File: config.mk
export PLATFORM = sky130hd
export DESIGN_NAME = key_event_decoder
export DESIGN_NICKNAME = d
export VERILOG_FILES = /design/src/rtl/key_event_pkg.sv /design/src/rtl/ms_tick_gen.sv /design/src/rtl/key_event_decoder.sv
export SDC_FILE = /design/constraint.sdc
export NUM_CORES = 1
export LEC_CHECK = 0
export BUFFER_PORTS_ARGS = -buffer_cell sky130_fd_sc_hd__buf_2
export CORE_UTILIZATION = 48
export DETAILED_ROUTE_END_ITERATION = 12
export GPL_TIMING_DRIVEN = 0
export PLACE_DENSITY_LB_ADDON = 0.3
export SLEW_MARGIN = 10
export SYNTH_ARGS = -nofsm -noshare
export SYNTH_HDL_FRONTEND = slang
export SYNTH_SLANG_ARGS = --single-unit
File: constraint.sdc
create_clock -name CLK -period 1.73 [get_ports CLK]
set_input_delay 0.0865 -clock CLK [delete_from_list [all_inputs] [get_ports CLK]]
set_output_delay 0.0865 -clock CLK [all_outputs]
set_load 0.01 [all_outputs]
File: src/rtl/key_event_pkg.sv
// Shared constants for the key event decoder: FSM encoding, counter widths,
// default 1 ms prescaler terminal count and the registered event bundle.
package key_event_pkg;

    localparam int PRESC_W = 16;
    localparam int MS_W    = 12;

    localparam logic [PRESC_W-1:0] T1MS_DEFAULT = 16'd49_999;
    localparam logic [MS_W-1:0]    MS_MAX       = {MS_W{1'b1}};

    localparam logic [1:0] ST_IDLE    = 2'd0;
    localparam logic [1:0] ST_PRESSED = 2'd1;
    localparam logic [1:0] ST_LONG    = 2'd2;

    typedef struct packed {
        logic press;
        logic rel;
        logic shrt;
        logic lng;
        logic rpt;
    } key_events_t;

    // The ms counter must hold at full scale rather than wrap back to zero.
    function automatic logic [MS_W-1:0] ms_sat_inc(input logic [MS_W-1:0] v);
        return (v == MS_MAX) ? v : v + MS_W'(1);
    endfunction

endpackage

File: src/rtl/ms_tick_gen.sv
// 1 ms time base: counts 0..T1MS while enabled and pulses tick on the wrap.
// Held at zero while disabled or cleared.
module ms_tick_gen
    import key_event_pkg::*;
#(
    parameter logic [PRESC_W-1:0] T1MS = T1MS_DEFAULT
) (
    input  logic clk,
    input  logic rst,
    input  logic en,
    input  logic clr,
    output logic tick
);

    logic [PRESC_W-1:0] presc_q;
    logic [PRESC_W-1:0] presc_d;

    // NOTE: every signal written here gets a default first, so no path can
    // leave it unassigned and infer a latch.
    always_comb begin
        presc_d = presc_q;
        tick    = 1'b0;
        if (clr || !en) begin
            presc_d = '0;
        end else if (presc_q == T1MS) begin
            presc_d = '0;
            tick    = 1'b1;
        end else begin
            presc_d = presc_q + PRESC_W'(1);
        end
    end

    // NOTE: state updates use non-blocking assignments so every flop samples
    // pre-edge values regardless of block ordering.
    always_ff @(posedge clk or posedge rst) begin
        if (rst) presc_q <= '0;
        else     presc_q <= presc_d;
    end

endmodule

File: src/rtl/key_event_decoder.sv
// Turns a debounced key level into press/release/short/long/repeat pulses.
// Auto-repeat is built only when KEY_REPEAT_EN is defined.
module key_event_decoder
    import key_event_pkg::*;
#(
    parameter logic [PRESC_W-1:0] T1MS      = T1MS_DEFAULT,
    parameter logic [MS_W-1:0]    LONG_MS   = 12'd1000,
    parameter logic [MS_W-1:0]    REPEAT_MS = 12'd200
) (
    input  logic CLK,
    input  logic RST,
    input  logic Key_In,
    output logic Press_Pulse,
    output logic Release_Pulse,
    output logic Short_Pulse,
    output logic Long_Pulse,
    output logic Repeat_Pulse,
    output logic Key_Held
);

`ifdef KEY_REPEAT_EN
    localparam logic REPEAT_EN = 1'b1;
`else
    localparam logic REPEAT_EN = 1'b0;
`endif

    logic              key_q, key_d;
    logic              key_prev_q, key_prev_d;
    logic [1:0]        state_q, state_d;
    logic [MS_W-1:0]   ms_q, ms_d;
    key_events_t       ev_q, ev_d;
    logic              held_q, held_d;
    logic              rise, fall;
    logic              ms_clr;
    logic              tick;
    logic              presc_en;
    logic              rpt_hit;

    // Edges are taken between two registered samples, so an event is issued
    // on the edge after the first one that captured the new key level.
    assign rise    = key_q & ~key_prev_q;
    assign fall    = ~key_q & key_prev_q;
    assign rpt_hit = REPEAT_EN && (ms_q == REPEAT_MS);
    assign presc_en = (state_q != ST_IDLE);

    ms_tick_gen #(.T1MS(T1MS)) u_tick (
        .clk  (CLK),
        .rst  (RST),
        .en   (presc_en),
        .clr  (ev_d.press),
        .tick (tick)
    );

    always_comb begin
        key_d      = Key_In;
        key_prev_d = key_q;
        state_d    = state_q;
        ev_d       = '0;
        ms_clr     = 1'b0;
        // A release always beats a coincident long or repeat match.
        case (state_q)
            ST_IDLE: begin
                if (rise) begin
                    ev_d.press = 1'b1;
                    state_d    = ST_PRESSED;
                    ms_clr     = 1'b1;
                end
            end
            ST_PRESSED: begin
                if (fall) begin
                    ev_d.rel  = 1'b1;
                    ev_d.shrt = 1'b1;
                    state_d   = ST_IDLE;
                    ms_clr    = 1'b1;
                end else if (ms_q == LONG_MS) begin
                    ev_d.lng = 1'b1;
                    state_d  = ST_LONG;
                    ms_clr   = 1'b1;
                end
            end
            ST_LONG: begin
                if (fall) begin
                    ev_d.rel = 1'b1;
                    state_d  = ST_IDLE;
                    ms_clr   = 1'b1;
                end else if (rpt_hit) begin
                    ev_d.rpt = 1'b1;
                    ms_clr   = 1'b1;
                end
            end
            default: begin
                state_d = ST_IDLE;
                ms_clr  = 1'b1;
            end
        endcase
        held_d = (state_d != ST_IDLE);
    end

    always_comb begin
        ms_d = ms_q;
        if (ms_clr)    ms_d = '0;
        else if (tick) ms_d = ms_sat_inc(ms_q);
    end

    always_ff @(posedge CLK or posedge RST) begin
        if (RST) begin
            key_q      <= 1'b0;
            key_prev_q <= 1'b0;
            state_q    <= ST_IDLE;
            ms_q       <= '0;
            ev_q       <= '0;
            held_q     <= 1'b0;
        end else begin
            key_q      <= key_d;
            key_prev_q <= key_prev_d;
            state_q    <= state_d;
            ms_q       <= ms_d;
            ev_q       <= ev_d;
            held_q     <= held_d;
        end
    end

    assign Press_Pulse   = ev_q.press;
    assign Release_Pulse = ev_q.rel;
    assign Short_Pulse   = ev_q.shrt;
    assign Long_Pulse    = ev_q.lng;
    assign Repeat_Pulse  = ev_q.rpt;
    assign Key_Held      = held_q;

endmodule
# ---- Yosys cells after proc, flatten, opt, wreduce, memory -nomap -nowiden
# Cells that the tools add are included.
# Widths: inputs -> output; s select.
dict set report classes {
  reduce_logical 7
  mux 22
  n_eq_ne 6
  n_addsub 2
  bitwise_logic 4
}
# op n
set op_table {}
lappend op_table {{$mux 12} 3}
lappend op_table {{$mux 16} 2}
lappend op_table {{$add 16x1->16 const B} 1}
lappend op_table {{$eq 16x16->1 const B} 1}
lappend op_table {{$add 12x1->12 const B} 1}
lappend op_table {{$eq 12x10->1 const B} 1}
lappend op_table {{$eq 12x12->1 const B} 1}
lappend op_table {{$mux 2} 6}
lappend op_table {{$mux 1} 8}
lappend op_table {{$pmux 2 s3} 1}
lappend op_table {{$reduce_bool 2->1} 3}
lappend op_table {{$pmux 1 s3} 1}
lappend op_table {{$and 1x1->1} 2}
lappend op_table {{$eq 2x1->1 const B} 1}
lappend op_table {{$eq 2x2->1 const B} 1}
lappend op_table {{$logic_not 2->1} 1}
lappend op_table {{$ne 2x2->1 const B} 1}
lappend op_table {{$not 1->1} 2}
lappend op_table {{$pmux 1 s2} 1}
lappend op_table {{$reduce_and 2->1} 1}
lappend op_table {{$logic_not 1->1} 1}
lappend op_table {{$logic_or 1x1->1} 1}
dict set report word_totals {
  regBits 37
  in_bits 3
  output_inout_bits 6
  wordCells 51
}

# ---- Depth between registers and ports, before layout
# Gate-level depths: netlist of run 1.
dict set report logic_depth {
  depth_word 8
  depth_mapped 7
  mapped_depth_nobuf 6
}

# ---- Hierarchy
# Synthesis of run 1 repeated with hierarchy kept, for this count alone.
dict set report unflattened {
  cells_unflattened 197
  area_unflattened_um2 2095.8
}
# mod cells_per_inst area_per_inst_um2 n_inst seq_area_each_um2
set by_module_without_submodules {}
lappend by_module_without_submodules {key_event_decoder 114 1163.6 1 525.5}
lappend by_module_without_submodules {ms_tick_gen 83 932.1 1 400.4}

# ---- Worst setup path before layout of run 1
# OpenSTA, ideal clock, no wires.
dict set report synth_timing {
  path_kind {reg-to-reg}
  start {reg state_q[0]}
  end {reg ms_q[7]}
  setup_time_ns 0.078
  arrival_time_ns 1.762
  path_stages_with_launch 7
  path_slack_ns -0.110
  period_less_slack_ns 1.840
  n_path_buf 0
  required_time_ns 1.652
  path_cell_list {dfrtp_1 > inv_1 > ha_1 > and4b_2 > nand4_4 > or4_1 > a21oi_1}
}
dict set report synth_via {
  elab_chain_cells 6
  word_cells_on_any_way 13
  classes_between {eq/ne (3); mux (4); reduce/logical (6)}
}
# element line_no
set synth_lines {}
lappend synth_lines {{from (decl)} key_event_decoder.sv:29} ;# logic [1:0] state_q, state_d;
lappend synth_lines {{from (signal assigned)} key_event_decoder.sv:116} ;# state_q <= state_d;
lappend synth_lines {{$logic_not 2->1 or $reduce_bool 2->1 (tied branches)} {key_event_decoder.sv:61, key_event_decoder.sv:44}}
lappend synth_lines {{$mux 1 or $logic_not 1->1 (tied branches)} {key_event_decoder.sv:61, ms_tick_gen.sv:23}}
lappend synth_lines {{$logic_or 1x1->1} ms_tick_gen.sv:23} ;# if (clr || !en) begin
lappend synth_lines {{$mux 1} ms_tick_gen.sv:23}
lappend synth_lines {{$reduce_bool 2->1 (no line)} --}
lappend synth_lines {{$reduce_and 2->1 (no line)} --}
lappend synth_lines {{to (signal assigned)} key_event_decoder.sv:117} ;# ms_q <= ms_d;
lappend synth_lines {{to (decl)} key_event_decoder.sv:30} ;# logic [MS_W-1:0] ms_q, ms_d;
# Parallel ways exist; a longest one is shown, timed or not.
# A chain may end at the register's enable or synchronous reset.

# ---- Final worst setup path of run 1
dict set report layout_timing {
  start {reg state_q[0]}
  end {reg ms_q[1]}
}
# The elaborated chain is that of the path after synthesis.

==> reports/metrics.yaml, run 1 <==
run_status:
  outcome: "finished, violations left"
  violations: "setup timing"
hold_path:
  holdCritStartpoint: "Key_In"
  hold-path-cell-count: 2
  hold_end: "key_prev_d$_DFF_PP0_"
  hp-class: "primary input to register"
layout:
  fin_nets: 237
  design_area_um2: 2426
  area_growth_pct: 20.21
  layout.cells.non_filler: 277
  layout_commonest_cell: "dfrtp_1"
  seq_area_um2: 927.1
  multi_input_area_um2: 1104
  drive_above_1_share_pct: 28.19
  layout_common_cells: "dfrtp_1, nor2_1, buf_4, nand4_1, nand3_1"
  final_core_util_pct: 60.22
  diodes: 0
  n_fill_cell: 346
sta:
  fmax_ghz: 0.5298
  rsz0062_at_grt: "yes"
  clock_skew_ns: 0.005507
  min_period_ns: 1.888
  holdWs_ns: 0.4275
  worstMarginPinSlew_ns: 0.7693
  finalMaxSlewViolations: 0
  layout_setup_ws_ns: -0.1575
  slew_headroom_pct: 48.64
  final-hold-violation-count: 0
  setup_viol: 12
  period_share_pct: 109.1
clocking:
  root_buffer: "clkbuf_8"
  cts-buffers-inserted: 5
  clkSinkCount: 37
  cts_max_level: 2
  clk_pin_slew_ns: 0.08
  clockBufferDepth: 2
  cts_tree: "yes"
  clock_latency_ns: 0.29
placement:
  gp_congestion: 0.7909
  dp_hpwl_um: 2673
  numPortBuffers: 7
  post-place-cells: 257
  dpl_cell_area_um2: 2147
synthesis:
  syn_area_um2: 2018
  syn_area_per_cell_um2: 10.09
  synth-seq-cells: 37
  yosysWarnings: 0
  synth_top_area_share_pct: 45.88
  synth_area_leader_cell: "dfrtp_1"
  synth.area.top_cells: "dfrtp_1, ha_1, a21oi_1"
  syn_nets: 211
  synthCells: 200
  yosysSeqAreaShare_pct: 45.88
  ys_types: 43
setup_path:
  critPathMaxStageDelay_ns: 0.38
  r2r_end: "ms_q[1]$_DFFE_PP0P_"
  crit_path_end_kind: "register"
  reg2reg_depth: 8
  cp.required_ns: 1.95
  critical_path_class: "register to register"
  path_cells: "inv_2, ha_4, and4b_2, nand4_1, buf_6, buf_6, or3b_1, a21oi_1"
  cp.arrival_ns: 2.11
  crit_fanout: 8
  worstReg2RegStart: "state_q[0]$_DFF_PP0_"
  crit_top_cell: "buf_6"
  r2r_setup_slack_ns: -0.16
  critical_path_buf_inv_count: 3
  worst_path_max_delay_cell: "dfrtp_1"
  cp_top_family: "simple AND/OR/NAND/NOR gates"
  startpoint_type: "register"
route:
  wirelength_um: 4043
  vias: 1606
  drt_iter0_drc: 90
  drc: 0
  routed_via_density: 5.798
  wl_per_cell_um: 14.60
  dr.pass1.iters: 4
  detail-route-antenna-nets: 0
grt:
  grt_pass1_vias: 1505
  grt_pass1_wl_um: 6872
  antenna_found_initial: 0
  grt_overflow_total: 0
  track_usage_pct: 20.74
  grt_max_degree: 38
floorplanning:
  std_cell_rows: 23
  core_um2: 4029
  die_h_um: 66.84
  die-width_um: 66.84
  ioPinCount: 9
  die_area_um2: 4468
  initial_core_util_pct: 50.09
power_and_ir_drop:
  power_density_nw_per_um2: 862.7
  power.total_mw: 2.093
  clkPwrFrac_pct: 28.5
  intPower_mw: 1.451
  p_leak_nw: 1.035
  switchingPower_mw: 0.6419
  vdd_drop_max_v: 0.0006442
  swShare_pct: 30.67
  pwr-share-seq_pct: 46.2
  power_frac_comb_pct: 25.3
job:
  cap_violations: 0
## how the worst max path moves through the flow
stage | from | end | slack, ns | depth (start not counted)
2_1_floorplan | state_q[0]$_DFF_PP0_ | ms_q[10]$_DFFE_PP0P_ | -0.05 | 6
3_3_place_gp | state_q[0]$_DFF_PP0_ | ms_q[1]$_DFFE_PP0P_ | -0.25 | 7
3_5_place_dp | state_q[0]$_DFF_PP0_ | ms_q[10]$_DFFE_PP0P_ | -0.29 | 6
4_1_cts | state_q[1]$_DFF_PP0_ | ms_q[1]$_DFFE_PP0P_ | -0.16 | 8
5_1_grt | state_q[1]$_DFF_PP0_ | ms_q[10]$_DFFE_PP0P_ | -0.23 | 7
6_report | state_q[0]$_DFF_PP0_ | ms_q[1]$_DFFE_PP0P_ | -0.16 | 8
## cell usage after synthesis, drive strengths merged
library cell / n
a21o: 1
nand2b: 2
or4: 8
o2111ai: 1
inv: 10
and4: 5
and2: 5
nor3b: 1
a41o: 1
nand4: 11
and4bb: 2
or3b: 2
nand3: 9
nor2: 17
xnor2: 3
o22ai: 1
o21ai: 10
nor2b: 1
nand2: 8
dfrtp: 37
ha: 8
nor4b: 2
a211oi: 1
a21boi: 1
o31ai: 9
or3: 6
clkbuf: 3
and3: 4
and4b: 1
xor2: 8
buf: 4
a21oi: 15
nor4bb: 1
o2bb2ai: 1
conb: 1
## sequential cells by signal, summed over array words and instances (netlist names)
name            count
Release_Pulse       1
ms_q               12
u_tick.presc_q     16
Long_Pulse          1
Press_Pulse         1
state_q             2
key_prev_d          1
key_prev_q          1
Key_Held            1
Short_Pulse         1
## routing by layer
metal / up-vias / part of all wire [%] / track usage [%]
li1: 785 / - / -
met1: 796 / 48 / 26.63
met2: 19 / 48 / 34.09
met3: 6 / 2.3 / 4.623
met4: 0 / 1.6 / 7.181
met5: - / 0 / 0
## layout make-up
class,count,area share [%]
tap,50,2.579
clock inverter,3,0.7220
inverter,10,1.547
multi-input combinational,146,45.49
clock buffer,5,2.837
timing repair buffer,20,5.828
sequential,37,38.22
buffer,6,2.785
## timing repair
item,in CTS,in global routing
hold buffers,2,0
endpoints found under the setup margin,23,20
setup buffers,8,3
endpoints found under the hold margin,38,0
gates resized for setup,8,16
pin swaps,8,7
## power groups by stage
stage / Clock (mW) / Sequential (mW) / Combinational, mW
2_1_floorplan: 0 / 0.993 / 0.289
3_3_place_gp: 0 / 0.987 / 0.403
3_5_place_dp: 0 / 0.989 / 0.408
4_1_cts: 0.618 / 0.965 / 0.490
5_1_grt: 0.652 / 0.975 / 0.588
6_report: 0.598 / 0.966 / 0.529
## logic make-up after synthesis
logic type	Yosys count	share of synthesized area, %
simple gates	85	27.84
buf+inv	17	3.967
flops	37	45.88
other cells	1	0.1858
compound gates	41	12.40
xor+xnor	11	4.774
fa+ha+maj	8	4.960
## per-stage QoR
step	setup TNS [ns]	worst slack, ns
2_1_floorplan	-0.1022	-0.05374
3_3_place_gp	-2.389	-0.2508
3_5_place_dp	-3.064	-0.2888
4_1_cts	-1.482	-0.1585
5_1_grt	-2.646	-0.2336
6_report	-1.540	-0.1575
Power figures use the tool's default switching activity.
==> run 2, diff against run 1 <==
- CORE_MARGIN: unset -> 2
- PLACE_DENSITY: unset -> 0.68
- PLACE_DENSITY_LB_ADDON: 0.3 -> unset
==> run 2 against run 1 <==
Against the previous run:
- the flow still finishes with violations (setup timing)
- die area is 6.1% higher
- maximum frequency grew 1.4%
- non-clock buffer count is 4 higher
- clock-buffer cell count rose by 2
- sequential cell count is the same
- cell count is 1.4% higher
- first-iteration DRC count is 24% lower
- register-to-register slack better by 0.03 ns
- highest routed layer unchanged
==> reports/metrics.yaml, run 2 (synthesis results as in run 1) <==
floorplanning:
  die_area_um2: 4739  # +6.1%
  ioPinCount: 9  # unchanged
  initial_core_util_pct: 50.09  # unchanged
  die_h_um: 68.84  # +3.0%
  std_cell_rows: 23  # unchanged
  core_um2: 4029  # unchanged
  die-width_um: 68.84  # +3.0%
hold_path:
  hold_end: "key_prev_d$_DFF_PP0_"
  holdCritStartpoint: "Key_In"
  hold-path-cell-count: 2  # unchanged
  hp-class: "primary input to register"
placement:
  preCtsSetupSlack_ns: -0.2810  # +0.007822 ns
  gp_congestion: 0.8098  # +2.4%
  numPortBuffers: 7  # unchanged
  dp_hpwl_um: 2941  # +10%
sta:
  rsz0062_at_grt: "yes"
  min_period_ns: 1.862  # -0.02568 ns
  setup_viol: 12  # unchanged
  slew_headroom_pct: 50.06  # +1.4 points
  fmax_ghz: 0.5371  # +1.4%
  final-hold-violation-count: 0  # unchanged
  worstMarginPinSlew_ns: 0.7480  # -0.02137 ns
  period_share_pct: 107.6  # -1.5 points
  holdWs_ns: 0.4529  # +0.02538 ns
  clock_skew_ns: 0.004127  # -0.001380 ns
  layout_setup_ws_ns: -0.1318  # +0.02568 ns
  finalMaxSlewViolations: 0  # unchanged
  tns_ns: -1.108  # +0.4312 ns
setup_path:
  startpoint_type: "register"
  r2r_end: "ms_q[1]$_DFFE_PP0P_"
  cp.arrival_ns: 2.08  # -0.03 ns
  cp.required_ns: 1.95  # about the same
  reg2reg_depth: 8  # unchanged
  r2r_setup_slack_ns: -0.13  # +0.03 ns
  worstReg2RegStart: "state_q[0]$_DFF_PP0_"
  critical_path_class: "register to register"
  crit_path_end_kind: "register"
  crit_fanout: 8  # unchanged
clocking:
  cts_tree: "yes"
  root_buffer: "clkbuf_8"
  clk_pin_slew_ns: 0.07  # about the same
  clkSinkCount: 37  # unchanged
  clock_latency_ns: 0.29  # about the same
  cts_max_level: 2  # unchanged
  cts-buffers-inserted: 5  # unchanged
  clockBufferDepth: 2  # unchanged
route:
  drt_iter0_drc: 68  # -24%
  drc: 0  # unchanged
  wl_per_cell_um: 16.07  # +10%
  wirelength_um: 4517  # +12%
  dr.pass1.iters: 4  # unchanged
  routed_via_density: 5.868  # +1.2%
  vias: 1649  # +2.7%
  detail-route-antenna-nets: 0  # unchanged
layout:
  final_core_util_pct: 61.71  # +1.5 points
  top_regs: "u_tick.presc_q x16, ms_q x12, state_q x2"
  fin_nets: 241  # +1.7%
  diodes: 0  # unchanged
  layout_common_cells: "dfrtp_1, nor2_1, buf_4, nand4_1"
  area_growth_pct: 23.19
  largest_reg_flops: 16  # unchanged
  layout_commonest_cell: "dfrtp_1"
  regMostFlops: "u_tick.presc_q"
  drive_above_1_share_pct: 29.00  # +0.81 points
grt:
  track_usage_pct: 20.88  # +0.14 points
  grt_pass1_vias: 1564  # +3.9%
  grt_max_degree: 38  # unchanged
  grt_pass1_wl_um: 7231  # +5.2%
  antenna_found_initial: 0  # unchanged
  grt_overflow_total: 0  # unchanged
power_and_ir_drop:
  swShare_pct: 28.29  # -2.4 points
  p_leak_nw: 1.070  # +3.3%
  vdd_drop_max_v: 0.0006615  # +2.7%
  clkPwrFrac_pct: 33.6  # +5.1 points
  power_frac_comb_pct: 24.3  # -1.0 points
  pwr-share-seq_pct: 42.1  # -4.1 points
  power_density_nw_per_um2: 924.3  # +7.1%
  switchingPower_mw: 0.6500  # +1.3%
  intPower_mw: 1.648  # +14%
run_status:
  outcome: "finished, violations left"
  violations: "setup timing"
job:
  cap_violations: 0  # unchanged
-- run 2: cell count changes in the layout (fill, tap and decap cells not counted), sizes merged --
cell | before | now
buf | 23 | 25
bufinv | 0 | 1
clkbuf | 6 | 10
clkinv | 2 | 0
clkinvlp | 1 | 0
-- run 2: worst max-delay path by stage --
stage	start	to	slack (ns)	depth (start not counted)
after floorplan	state_q[0]$_DFF_PP0_	ms_q[10]$_DFFE_PP0P_	-0.05	6
after global placement	state_q[0]$_DFF_PP0_	ms_q[1]$_DFFE_PP0P_	-0.22	7
after detailed placement	state_q[0]$_DFF_PP0_	ms_q[1]$_DFFE_PP0P_	-0.28	7
after CTS	state_q[1]$_DFF_PP0_	ms_q[1]$_DFFE_PP0P_	-0.09	8
after global routing	state_q[0]$_DFF_PP0_	ms_q[0]$_DFFE_PP0P_	-0.20	8
final	state_q[0]$_DFF_PP0_	ms_q[1]$_DFFE_PP0P_	-0.13	8
-- run 2: critical path: stages, from the launching register on --
cell and delay, ns:
dfrtp_1 0.39, inv_2 0.08, ha_4 0.16, and4b_2 0.28, nand4_1 0.10, buf_6 0.16
buf_6 0.13, or3b_1 0.36, a21oi_2 0.13
-- run 2: timing repair --
action / 4_1_cts / 5_1_grt
endpoints found under the setup margin: 23 / 14
gates cloned: 1 / 0
pin swaps: 11 / 3
resized for setup: 9 / 15
setup buffers: 11 / 3
endpoints found under the hold margin: 38 / 0
hold buffers: 2 / 0
-- run 2: through the flow --
step	power (mW)	area [µm²]	instances
5_1_grt	2.415	2486	281
6_report	2.298	2486	281
2_1_floorplan	1.282	2049	200
4_1_cts	2.255	2407	279
3_3_place_gp	1.377	2147	257
3_5_place_dp	1.406	2147	257
-- run 2: layout make-up --
cell class                      instances  area (µm²)
Buffer                                  6       60.06
Clock buffer                            7       86.33
Clock inverter                          1       30.03
Fill cell                             336        1543
Inverter                               10       37.54
Multi-Input combinational cell        146        1102
Sequential cell                        37       925.9
Tap cell                               50       62.56
Timing Repair Buffer                   24       181.4
-- run 2: power groups by stage --
stage	sequential (mW)	clock (mW)	combinational [mW]
6_report	0.968	0.772	0.558
5_1_grt	0.974	0.832	0.609
4_1_cts	0.965	0.787	0.503
3_5_place_dp	0.991	0	0.415
3_3_place_gp	0.986	0	0.391
2_1_floorplan	0.993	0	0.289
-- run 2: routing by layer --
metal	global-route usage (%)	part of all wire [%]	vias to the layer above
met1	25.54	43	811
met4	8.088	1.5	0
met5	0	0	-
met2	35.10	51	37
li1	-	-	793
met3	5.519	4.0	8
